**src/rtl/boom_dcache_line_reader.sv**
```systemverilog
// Streams one 64-byte line from the L1 data array as eight 64-bit beats.
// Credits bound outstanding reads plus buffered beats so that responses, which cannot be stalled,
// always have room in the beat FIFO.
module boom_dcache_line_reader #(
  parameter int unsigned WAYS         = 8,
  parameter int unsigned BEATS        = 8,
  parameter int unsigned READ_LATENCY = 2,
  parameter int unsigned BUF_DEPTH    = 4
) (
  input  logic                     clock,
  input  logic                     reset,
  input  logic                     io_req_valid,
  output logic                     io_req_ready,
  input  logic [WAYS-1:0]          io_req_bits_way_en,
  input  logic [5:0]               io_req_bits_idx,
  output logic                     io_data_read_valid,
  input  logic                     io_data_read_ready,
  output logic [WAYS-1:0]          io_data_read_bits_way_en,
  output logic [11:0]              io_data_read_bits_addr,
  input  logic [64*WAYS-1:0]       io_data_resp,
  output logic                     io_beat_valid,
  input  logic                     io_beat_ready,
  output logic [63:0]              io_beat_bits_data,
  output logic [$clog2(BEATS)-1:0] io_beat_bits_beat,
  output logic                     io_beat_bits_last,
  output logic                     io_busy
);

  localparam int unsigned BeatW = $clog2(BEATS);
  localparam int unsigned CredW = $clog2(BUF_DEPTH + 1);
  localparam int unsigned PtrW  = (BUF_DEPTH > 1) ? $clog2(BUF_DEPTH) : 1;

  localparam logic [BeatW-1:0] LastBeat = BeatW'(BEATS - 1);
  localparam logic [CredW-1:0] CredMax  = CredW'(BUF_DEPTH);
  localparam logic [PtrW-1:0]  PtrMax   = PtrW'(BUF_DEPTH - 1);

  typedef enum logic [1:0] {StIdle, StIssue, StDrain} state_e;

  state_e                  state_q, state_d;
  logic [WAYS-1:0]         way_q, way_d;
  logic [5:0]              idx_q, idx_d;
  logic [BeatW-1:0]        issue_q, issue_d;
  logic [CredW-1:0]        cred_q, cred_d;
  logic [READ_LATENCY-1:0] pipe_vld_q, pipe_vld_d;
  logic [BeatW-1:0]        pipe_beat_q [READ_LATENCY];
  logic [BeatW-1:0]        pipe_beat_d [READ_LATENCY];
  logic [63:0]             mem_data_q [BUF_DEPTH];
  logic [BeatW-1:0]        mem_beat_q [BUF_DEPTH];
  logic [PtrW-1:0]         head_q, head_d;
  logic [PtrW-1:0]         tail_q, tail_d;
  logic [CredW-1:0]        cnt_q, cnt_d;

  logic        req_fire;
  logic        read_fire;
  logic        beat_fire;
  logic        push;
  logic [63:0] resp_sel;

  assign io_req_ready             = (state_q == StIdle) && reset;
  assign io_busy                  = (state_q != StIdle);
  assign io_data_read_valid       = (state_q == StIssue) && (cred_q < CredMax);
  assign io_data_read_bits_way_en = way_q;
  assign io_data_read_bits_addr   = {idx_q, issue_q, 3'b000};

  assign io_beat_valid     = (cnt_q != '0);
  assign io_beat_bits_data = mem_data_q[head_q];
  assign io_beat_bits_beat = mem_beat_q[head_q];
  assign io_beat_bits_last = (mem_beat_q[head_q] == LastBeat);

  assign req_fire  = io_req_valid && io_req_ready;
  assign read_fire = io_data_read_valid && io_data_read_ready;
  assign beat_fire = io_beat_valid && io_beat_ready;
  assign push      = pipe_vld_q[READ_LATENCY-1];

  // Multi-hot way_en ORs the selected ways; zero way_en yields zero data.
  always_comb begin
    resp_sel = '0;
    for (int w = 0; w < WAYS; w++) begin
      if (way_q[w]) resp_sel = resp_sel | io_data_resp[64*w +: 64];
    end
  end

  always_comb begin
    state_d = state_q;
    way_d   = way_q;
    idx_d   = idx_q;
    issue_d = issue_q;
    unique case (state_q)
      StIdle: begin
        if (req_fire) begin
          way_d   = io_req_bits_way_en;
          idx_d   = io_req_bits_idx;
          issue_d = '0;
          state_d = StIssue;
        end
      end
      StIssue: begin
        if (read_fire) begin
          issue_d = issue_q + BeatW'(1);
          if (issue_q == LastBeat) state_d = StDrain;
        end
      end
      StDrain: begin
        if (beat_fire && io_beat_bits_last) state_d = StIdle;
      end
      default: state_d = StIdle;
    endcase
  end

  always_comb begin
    cred_d         = cred_q + CredW'(read_fire) - CredW'(beat_fire);
    pipe_vld_d     = '0;
    pipe_vld_d[0]  = read_fire;
    pipe_beat_d[0] = issue_q;
    for (int i = 1; i < READ_LATENCY; i++) begin
      pipe_vld_d[i]  = pipe_vld_q[i-1];
      pipe_beat_d[i] = pipe_beat_q[i-1];
    end
    tail_d = tail_q;
    if (push) tail_d = (tail_q == PtrMax) ? '0 : tail_q + PtrW'(1);
    head_d = head_q;
    if (beat_fire) head_d = (head_q == PtrMax) ? '0 : head_q + PtrW'(1);
    cnt_d = cnt_q + CredW'(push) - CredW'(beat_fire);
  end

  always_ff @(posedge clock) begin
    if (!reset) begin
      state_q    <= StIdle;
      way_q      <= '0;
      idx_q      <= '0;
      issue_q    <= '0;
      cred_q     <= '0;
      pipe_vld_q <= '0;
      head_q     <= '0;
      tail_q     <= '0;
      cnt_q      <= '0;
    end else begin
      state_q    <= state_d;
      way_q      <= way_d;
      idx_q      <= idx_d;
      issue_q    <= issue_d;
      cred_q     <= cred_d;
      pipe_vld_q <= pipe_vld_d;
      head_q     <= head_d;
      tail_q     <= tail_d;
      cnt_q      <= cnt_d;
    end
  end

  // Payload storage needs no reset: the valid bits and FIFO count gate it.
  always_ff @(posedge clock) begin
    for (int i = 0; i < READ_LATENCY; i++) pipe_beat_q[i] <= pipe_beat_d[i];
    if (push) begin
      mem_data_q[tail_q] <= resp_sel;
      mem_beat_q[tail_q] <= pipe_beat_q[READ_LATENCY-1];
    end
  end

endmodule

```
**config.mk**
```make
export PLATFORM = sky130hd
export DESIGN_NAME = boom_dcache_line_reader
export DESIGN_NICKNAME = d
export VERILOG_FILES = /design/src/rtl/boom_dcache_line_reader.sv
export SDC_FILE = /design/constraint.sdc
export NUM_CORES = 1
export LEC_CHECK = 0
export BUFFER_PORTS_ARGS = -buffer_cell sky130_fd_sc_hd__buf_2
export CORE_AREA = 5 5 238 240
export DETAILED_ROUTE_END_ITERATION = 16
export DIE_AREA = 0 0 243 245
export HOLD_SLACK_MARGIN = 0.12
export PLACE_DENSITY = 0.6
export SLEW_MARGIN = 20
export SYNTH_ARGS = -nofsm -noshare
export SYNTH_HDL_FRONTEND = slang
export SYNTH_SLANG_ARGS = --single-unit
```
**constraint.sdc**
```tcl
create_clock -name clock -period 4.4 [get_ports clock]
set_input_delay 0.88 -clock clock [delete_from_list [all_inputs] [get_ports clock]]
set_output_delay 0.88 -clock clock [all_outputs]
set_load 0.005 [all_outputs]
```
==> impl_metrics.yaml, run 1 <==
clock_network:
  root_buffer: "clkbuf_16"
  cts_hold_buf: 0
  clock_tree.buffer_depth: 3
  htreeDepth: 2
  clk_pin_slew_ps: 60
  post_cts_buffers: 0
  cts_buffers: 34
  cts_tree: "done"
  ctsResizeCount: 0
  cts.sinks: 307
  clk_latency_ps: 520
floorplan:
  die_area_um2: 59540
  coreArea_um2: 54450
  initial_utilization_pct: 25.65
  die_height_um: 245
  rows: 86
  io_pins: 623
  die_w_um: 243
worst_setup_path:
  cp_data_arrival_time_ps: 2380
  slowest_delay_ps: 1010
  cp_cell_sequence: "buf_4 > mux4_2 > buf_2"
  r2r_slack_ps: 1940
  worst_setup_path_start_kind: "flip-flop"
  crit_type: "flip-flop to output port"
  worstPathRequired_ps: 3520
  rr_startpoint: "cnt_q[1]"
  cp_max_fo: 60
  cp-end-kind: "output port"
  reg2reg_to: "cred_q[2]"
  slowest_stage: "dfxtp_4"
  reg2regPathDepth: 11
timing:
  fin_crit_ps: 3255
  rsz0062_at_grt: "false"
  max_freq_mhz: 307.2
  hold_slack_ps: 333.1
  drv_slew: 0
  fin_crit_sh_pct: 73.98
  fin_skew_ps: 15.96
  finalSetupViolations: 0
  slew_headroom_pct: 30.56
  tightest_slew_ps: 1042
  tns_ps: 0
  hold_viol: 0
placement:
  gp_congestion: 0.9593
  port_buffers: 619
  hpwl_um: 45150
  dpl_cell_area_um2: 17670
synthesis:
  synth_top_area_share_pct: 57.62
  ys_seq_area_share_pct: 63.21
  ys_warn_count: 0
  synth_cells: 897
  yosysMostFrequentCell: "edfxtp_1"
  synth-edff-count: 268
  syn_area_um2: 13970
  ys_ff_latch: 307
  synthArstFlopShare_pct: 0
  yosys.area.top_type: "edfxtp_1"
  synthTopCellsByCount: "268 x edfxtp_1, 256 x a22oi_1, 67 x mux4_2"
  synth_cell_types: 38
  synthTopCellsByArea: "edfxtp_1 58%, a22oi_1 14%, mux4_2 11%"
  synth_ff_type: "edfxtp_1"
  avgSynthCellArea_um2: 15.57
grt:
  grt_first_pass_wirelength_um: 82720
  grt_use_total_pct: 18.98
  antenna_found_initial: 24
  grt_pass1_vias: 11920
  grt_start_max_net_pins: 61
  grt_overflow_total: 0
min_path:
  hold_path_end: "pipe_beat_q[0][4]"
  worstHoldStart: "pipe_beat_q[0][1]"
  worstHoldPathCells: 0
  hold_class: "flip-flop to flip-flop"
power_and_ir_drop:
  share_comb_of_total_power_pct: 20.2
  switchingPower_mw: 2.112
  cellPowerDensity_nw_per_um2: 425.8
  cellLeakagePower_nw: 7.103
  p_clk_share_pct: 36.1
  ir_drop_uv: 245.4
  power_frac_seq_pct: 43.8
  switching_share_pct: 26.36
  p_int_mw: 5.898
final_layout:
  nFillCells: 5364
  final_nets: 2030
  fin_area_um2: 18810
  area_growth_pct: 34.68
  drive_above_1_share_pct: 52.98
drt:
  first_iter_violations: 862
  wl_per_cell_um: 26.69
  drc: 0
  vias: 11560
  ant_nets: 0
  drt_wl_total_um: 59220
  vias_per_cell: 5.210
  dr.pass1.iters: 6
job:
  maxCapViolCount: 0
run_status:
  status: "completed"
## cell families (layout without fill, tap and decap cells)
| group | Yosys count | in the layout | synth area share, % |
|---|---|---|---|
| adder cells (fa/ha/maj) | 13 | 13 | 1.272 |
| buffers and inverters | 94 | 705 | 3.628 |
| flip-flops | 307 | 307 | 63.21 |
| XOR/XNOR | 4 | 4 | 0.2508 |
| other | 1 | 8 | 0.02685 |
| AND/OR/NAND/NOR | 128 | 128 | 5.375 |
| multiplexers | 71 | 71 | 11.10 |
| AO/OA/AOI/OAI | 279 | 279 | 15.14 |
## power groups by stage
| stage | Sequential (mW) | Combinational, mW | Clock [mW] |
|---|---|---|---|
| after floorplan | 3.43 | 0.998 | 0 |
| after global routing | 3.52 | 1.77 | 3.11 |
| after CTS | 3.51 | 1.64 | 2.98 |
| final | 3.50 | 1.62 | 2.89 |
| after global placement | 3.56 | 1.61 | 0 |
| after detailed placement | 3.57 | 1.64 | 0 |
## layout by cell type, fill, tap and decap left out, types with 4 or more instances in the layout
cell | synthesis | routed
bufinv_16 | 0 | 5
mux4_2 | 67 | 67
clkbuf_16 | 0 | 35
ha_1 | 11 | 11
a22oi_1 | 256 | 256
clkinv_2 | 0 | 5
buf_2 | 16 | 619
clkbuf_1 | 18 | 7
buf_4 | 6 | 16
o21ai_2 | 14 | 14
xnor2_1 | 4 | 4
diode_2 | 0 | 5
dfxtp_1 | 39 | 29
inv_1 | 9 | 9
and2_4 | 0 | 4
dfxtp_4 | 0 | 10
nor2_1 | 5 | 5
nand2_1 | 19 | 19
nor2b_1 | 6 | 6
nand4_1 | 64 | 64
nand2_2 | 14 | 14
and2_1 | 9 | 5
edfxtp_1 | 268 | 268
## through the flow
stage                     total power [mW]  std cells  setup slack, ps  utilization [%]
after detailed placement             5.207       2154             1567            32.45
after global routing                 8.395       2217             1019            34.54
after CTS                            8.132       2214             1058            34.53
after global placement               5.171       2154             1571            32.45
final                                8.009       2219             1145            34.55
after floorplan                      4.427        899             1801                -
## metal layers
metal	wire, um	share of wire [%]	GRT usage [%]
met1	23060	39	23.82
met2	27600	47	30.70
met3	6249	11	6.457
met4	2241	3.8	6.876
met5	75	0.13	0
## layout make-up
type                       count  area (um^2)  area share (%)
sequential                   307         8866           47.13
multi-input combinational    498         4649           24.72
timing repair buffer         636         3238           17.21
clock buffer                  42        902.1           4.796
tap                          704        880.8           4.683
clock inverter                18        227.7           1.211
inverter                       9        33.78          0.1796
antenna                        5        12.51         0.06652
## how the worst max path moves through the flow
stage	startpoint	end
after detailed placement	io_data_read_ready	cred_q[2]
after floorplan	io_data_read_ready	cred_q[2]
after global routing	flip-flop	io_beat_bits_data[1]
after global placement	io_data_read_ready	cred_q[2]
after CTS	flip-flop	io_beat_bits_data[29]
final	flip-flop	io_beat_bits_data[29]
## worst max-delay path, delay by kind of cell (launching register included)
family	cells	cell delay [ps]
DFF	1	1010
buffers and inverters	2	470
muxes	1	320
## flip-flops by register name, summed over array words and instances (netlist names), named ones only
signal	cells
mem_data_q	256
mem_beat_q	12
io_data_read_bits_way_en	8
idx_q	6
pipe_beat_q	6
cnt_q	3
cred_q	3
issue_q	3
head_q	2
pipe_vld_q	2
state_q	2
tail_q	2
Power figures use the tool's default switching activity.
==> inputs of run 2 (changes only) <==
--- a/config.mk
+++ b/config.mk
@@ -10,7 +10,7 @@
 export DETAILED_ROUTE_END_ITERATION = 16
 export DIE_AREA = 0 0 243 245
 export HOLD_SLACK_MARGIN = 0.12
-export PLACE_DENSITY = 0.6
+export PLACE_DENSITY = 0.62
 export SLEW_MARGIN = 20
 export SYNTH_ARGS = -nofsm -noshare
 export SYNTH_HDL_FRONTEND = slang
==> constraint.sdc (replaced) <==
create_clock -name clock -period 2.6 [get_ports clock]
set_input_delay 0.52 -clock clock [delete_from_list [all_inputs] [get_ports clock]]
set_output_delay 0.52 -clock clock [all_outputs]
set_load 0.005 [all_outputs]
==> run 2 against run 1 <==
Against the previous run: routed wire length grew 1.7%; critical path depth is 1 higher; flip-flop and latch count did not move; sequential share of layout area fell by 1.3 points; combinational power up 96%; via count is 3.3% higher; non-clock buffer count grew 40; clock skew fell by 2.2 ps; final cell count up 2.0%; die area unchanged; clock power is 64% higher; register-to-register slack worse by 1700 ps.
==> impl_metrics.yaml, run 2 (synthesized netlist as in run 1, its figures left out) <==
worst_setup_path:
  cp-end-kind: "output port"
  cp_num_buf_inv: 3
  cp_cell_sequence: "buf_12 > buf_16 > mux4_2 > buf_2"
  cp_max_fo: 19
  cp_data_arrival_time_ps: 1980
  worst_setup_path_start_kind: "flip-flop"
  slowest_stage: "mux4_2"
  slowest_delay_ps: 550
  rr_startpoint: "cnt_q[1]"
  crit_family: "multiplexers"
  crit_type: "flip-flop to output port"
  worstPathRequired_ps: 2080
drt:
  ant_nets: 0
  drt_wl_total_um: 60220
  vias_per_cell: 5.273
  drc: 0
  first_iter_violations: 1042
  dr.pass1.iters: 5
  wl_per_cell_um: 26.60
  vias: 11940
grt:
  grt_start_max_net_pins: 68
  grt_use_total_pct: 19.07
  grt_first_pass_wirelength_um: 83120
  grt_pass1_vias: 12160
  antenna_found_initial: 27
  grt_overflow_total: 0
clock_network:
  clk_pin_slew_ps: 60
  clk_latency_ps: 530
  cts_tree: "done"
  cts.sinks: 307
  cts_buffers: 36
  clock_tree.buffer_depth: 3
  htreeDepth: 2
  root_buffer: "clkbuf_16"
timing:
  tns_ps: 0
  drv_slew: 0
  max_freq_mhz: 399.5
  fin_crit_ps: 2503
  fin_skew_ps: 13.74
  hold_viol: 0
  rsz0062_at_grt: "true"
  slew_headroom_pct: 48.44
  fin_ws_ps: 97.18
  finalSetupViolations: 0
  fin_crit_sh_pct: 96.26
  tightest_slew_ps: 773.4
  hold_slack_ps: 179.5
placement:
  dp.cells: 2180
  dpl_cell_area_um2: 17990
  gp_congestion: 0.9818
  hpwl_um: 45540
  port_buffers: 619
  dp_slack_ps: 138.7
final_layout:
  nFillCells: 5334
  final_nets: 2072
  area_growth_pct: 38.38
  finalNonFillerCells: 2264
  largest_reg_flops: 256
  fin_area_um2: 19330
  mostFrequentLayoutCell: "buf_2"
  largest-register: "mem_data_q"
  layout_common_cells: "615 x buf_2, 268 x edfxtp_1, 256 x a22oi_1"
  final_util_pct: 35.50
  drive_above_1_share_pct: 54.02
floorplan:
  die_w_um: 243
  initial_utilization_pct: 25.65
  die_area_um2: 59540
  coreArea_um2: 54450
  die_height_um: 245
  io_pins: 623
  rows: 86
run_status:
  status: "completed"
power_and_ir_drop:
  ir_drop_uv: 373.3
  fin_total_pwr_mw: 13.77
  cellPowerDensity_nw_per_um2: 712.3
  cellLeakagePower_nw: 7.356
min_path:
  worstHoldStart: "io_req_bits_way_en[4]"
  hold_class: "primary input to flip-flop"
job:
  maxCapViolCount: 0
[run 2: area by class of cell]
type                    count  area (um^2)  area share [%]
diodes                      7        17.52         0.09063
repair buffers            676         3757           19.44
multi-input cells         498         4659           24.11
inverters                   9        33.78          0.1748
well taps                 704        880.8           4.558
flip-flops and latches    307         8866           45.87
clock buffers              44        930.9           4.816
clock inverters            19        181.4          0.9387
[run 2: worst paths after layout]
kind	end	slack, ps	cells past startpoint
hold / removal	io_data_read_bits_way_en[4]	180	3
hold reg to reg	pipe_beat_q[0][3]	320	0
setup / recovery	io_beat_bits_data[37]	100	4
setup reg to reg	cred_q[2]	210	11
[run 2: layer usage]
metal / GRT usage, % / share of wire [%] / wire length [um]
met3: 5.880 / 11 / 6331
met5: 0 / 0.13 / 79
met1: 24.38 / 39 / 23330
met2: 30.52 / 47 / 28090
met4: 7.393 / 4.0 / 2392
[run 2: repair_timing]
| item | CTS | global route |
|---|---|---|
| pin swaps | 1 | 0 |
| gates resized for setup | 9 | 2 |
| endpoints found under the setup margin | 1 | 52 |
| cloned | 1 | 2 |
| setup buffers | 0 | 11 |
| hold buffers | 0 | 0 |
[run 2: power breakdown]
part,leakage (nW),switching [mW],internal [mW]
Combinational,4.07,1.57,1.60
Clock,0.532,1.96,2.77
Sequential,2.75,0.209,5.66
Total,7.36,3.74,10.0
[run 2: worst register-to-register path, cell delays in order, from the launching register on]
cell	delay (ps)
dfxtp_1	350
or3_1	410
nand2_2	130
inv_1	70
ha_1	260
inv_1	50
ha_1	130
inv_1	50
fa_1	400
xnor2_1	150
xnor2_1	120
and2_1	150
==> inputs of run 3 (changes only) <==
--- a/config.mk
+++ b/config.mk
@@ -5,12 +5,13 @@
 export SDC_FILE = /design/constraint.sdc
 export NUM_CORES = 1
 export LEC_CHECK = 0
+export ABC_AREA = 1
 export BUFFER_PORTS_ARGS = -buffer_cell sky130_fd_sc_hd__buf_2
-export CORE_AREA = 5 5 238 240
+export CORE_AREA = 5 5 236 238
 export DETAILED_ROUTE_END_ITERATION = 16
-export DIE_AREA = 0 0 243 245
+export DIE_AREA = 0 0 241 243
 export HOLD_SLACK_MARGIN = 0.12
-export PLACE_DENSITY = 0.62
+export PLACE_DENSITY = 0.64
 export SLEW_MARGIN = 20
 export SYNTH_ARGS = -nofsm -noshare
 export SYNTH_HDL_FRONTEND = slang
==> run 3 against run 2 <==
Against the previous run: total power increased by 23%; flip-flop and latch count unchanged; sequential power increased by 9.5%; final cell count increased by 23%.
==> impl_metrics.yaml, run 3 <==
floorplan:
  die_w_um: 241
  io_pins: 623
  die_height_um: 243
  coreArea_um2: 53390
  die_area_um2: 58560
  rows: 85
  initial_utilization_pct: 27.29
power_and_ir_drop:
  cellPowerDensity_nw_per_um2: 859.5
  fin_total_pwr_mw: 16.87
  ir_drop_uv: 445.6
  cellLeakagePower_nw: 8.498
placement:
  dpl_cell_area_um2: 18550
  gp_congestion: 0.9243
  hpwl_um: 43630
  dp_slack_ps: 272.2
  dp.cells: 2712
  port_buffers: 619
timing:
  hold_slack_ps: 193.2
  fin_crit_ps: 2445
  finalSetupViolations: 0
  drv_slew: 0
  fin_ws_ps: 155.3
  fin_crit_sh_pct: 94.03
  max_freq_mhz: 409.1
  slew_headroom_pct: 32.61
  tns_ps: 0
  hold_viol: 0
  tightest_slew_ps: 1011
  fin_skew_ps: 13.21
  rsz0062_at_grt: "false"
clock_network:
  clk_latency_ps: 520
  cts_tree: "done"
  clock_tree.buffer_depth: 3
  htreeDepth: 2
  post_cts_buffers: 0
  cts.sinks: 307
  root_buffer: "clkbuf_16"
  cts_buffers: 34
  clk_pin_slew_ps: 60
grt:
  grt_pass1_vias: 13610
  grt_overflow_total: 0
  grt_use_total_pct: 18.94
  grtUsageMet1_pct: 25.05
  antenna_found_initial: 7
  grt-busiest-layer: "met2"
  grt_first_pass_wirelength_um: 83710
  grt_start_max_net_pins: 75
  use_met3_pct: 4.087
  met2_usage_pct: 31.25
synthesis:
  syn_area_um2: 14570
  synth_cells: 1464
  synthTopCellsByArea: "edfxtp_1 55%, nand2_1 12%, a221oi_1 7.2%"
  synthTopCellsByCount: "475 x nand2_1, 268 x edfxtp_1, 142 x nor2_1"
  synth_compound_area_share_pct: 15.65
  synth_ff_type: "edfxtp_1"
  avgSynthCellArea_um2: 9.951
  synth_mux_area_share_pct: 0
  yosys.area_share.simple_pct: 17.54
  ys_seq_area_share_pct: 60.60
  synth_cell_types: 36
  yosys.area.top_type: "edfxtp_1"
  yosysMostFrequentCell: "nand2_1"
  synth_top_area_share_pct: 55.24
  synth-xor-area-share_pct: 0.1202
  synth_top_family_by_area: "simple AND/OR/NAND/NOR gates"
  ys_ff_latch: 307
  synth_adder_area_share_pct: 1.220
  synth-edff-count: 268
  ys_warn_count: 0
  synthArstFlopShare_pct: 0
worst_setup_path:
  crit_type: "flip-flop to output port"
  cp_max_fo: 74
  cp_num_buf_inv: 2
  slowest_delay_ps: 400
  cp.depth: 4
  worst_setup_path_start_kind: "flip-flop"
  cp_cell_sequence: "buf_12 > o21ai_0 > o22ai_1 > buf_2"
  crit_family: "compound AO/OA/AOI/OAI gates"
  cp_data_arrival_time_ps: 1920
  reg2regPathDepth: 6
  worstPathRequired_ps: 2080
  slowest_stage: "dfxtp_4"
  cp-end-kind: "output port"
final_layout:
  final_util_pct: 36.76
  largest_reg_flops: 256
  layout_common_cells: "619 x buf_2, 475 x nand2_1, 268 x edfxtp_1"
  fin_area_um2: 19620
  drive_above_1_share_pct: 35.19
  area_growth_pct: 34.71
  nFillCells: 5354
  finalNonFillerCells: 2774
  final_nets: 2596
  mostFrequentLayoutCell: "buf_2"
  largest-register: "mem_data_q"
drt:
  first_iter_violations: 1060
  ant_nets: 0
  vias_per_cell: 4.973
  wl_per_cell_um: 21.33
  drt_wl_total_um: 59160
  dr.pass1.iters: 5
  vias: 13800
  drc: 0
min_path:
  worstHoldPathCells: 3
  hold_class: "primary input to flip-flop"
run_status:
  status: "completed"
job:
  maxCapViolCount: 0
[run 3: cell count changes after synthesis, sizes merged, moves of 28 or more]
| cell | delta |
|---|---|
| o22ai | +64 |
| nand2 | +443 |
| a221oi | +119 |
| a22oi | -254 |
| nor2 | +140 |
| o21ai | +121 |
| nand4 | -55 |
| mux4 | -67 |
| buf | +28 |
[run 3: per-layer routing]
layer  up-vias  routed length (um)
li1       6448                   -
met1      6567               24530
met2       675               28320
met3       100                4724
met4         6                1550
met5         -                  40
[run 3: path summary, 6_finish.rpt]
check / slack, ps / startpoint / end
setup / recovery: 160 / flip-flop / io_beat_bits_data[46]
hold / removal: 190 / io_req_bits_way_en[4] / io_data_read_bits_way_en[4]
setup reg to reg: 310 / io_data_read_bits_way_en[1] / mem_data_q[0][60]
hold reg to reg: 330 / pipe_beat_q[0][2] / pipe_beat_q[0][5]
[run 3: area by class of cell]
cell class	instances	area (um^2)	share of cell area [%]
Sequential cell	307	8853	45.12
Multi-Input combinational cell	1015	5041	25.69
Tap cell	696	870.8	4.438
Clock inverter	14	151.4	0.7715
Timing Repair Buffer	660	3643	18.57
Antenna cell	1	2.502	0.01275
Inverter	34	140.1	0.7141
Clock buffer	47	920.9	4.693
[run 3: timing repair]
| action | CTS | global route |
|---|---|---|
| endpoints found under the setup margin | 0 | 7 |
| hold endpoints to repair | 0 | 0 |
| gates resized for setup | 0 | 2 |
| hold buffers | 0 | 0 |
[run 3: power by group]
group	switching, mW	internal, mW
clock network	1.87	2.78
logic	3.67	2.10
registers	0.386	6.05
[run 3: kinds of logic after synthesis]
kind of cell | after synthesis
and+or+nand+nor | 658
DFF | 307
adders and majority gates | 13
xor gates and xnor gates | 2
other | 1
buffers and inverters | 144
AOI/OAI and AO/OA | 339
[run 3: worst reg2reg max path, delay by kind of cell (launching register included)]
kind	cells	cell delay, ps
DFF	1	550
buffers and inverters	2	570
and+or+nand+nor	3	340
AOI/OAI and AO/OA	1	530
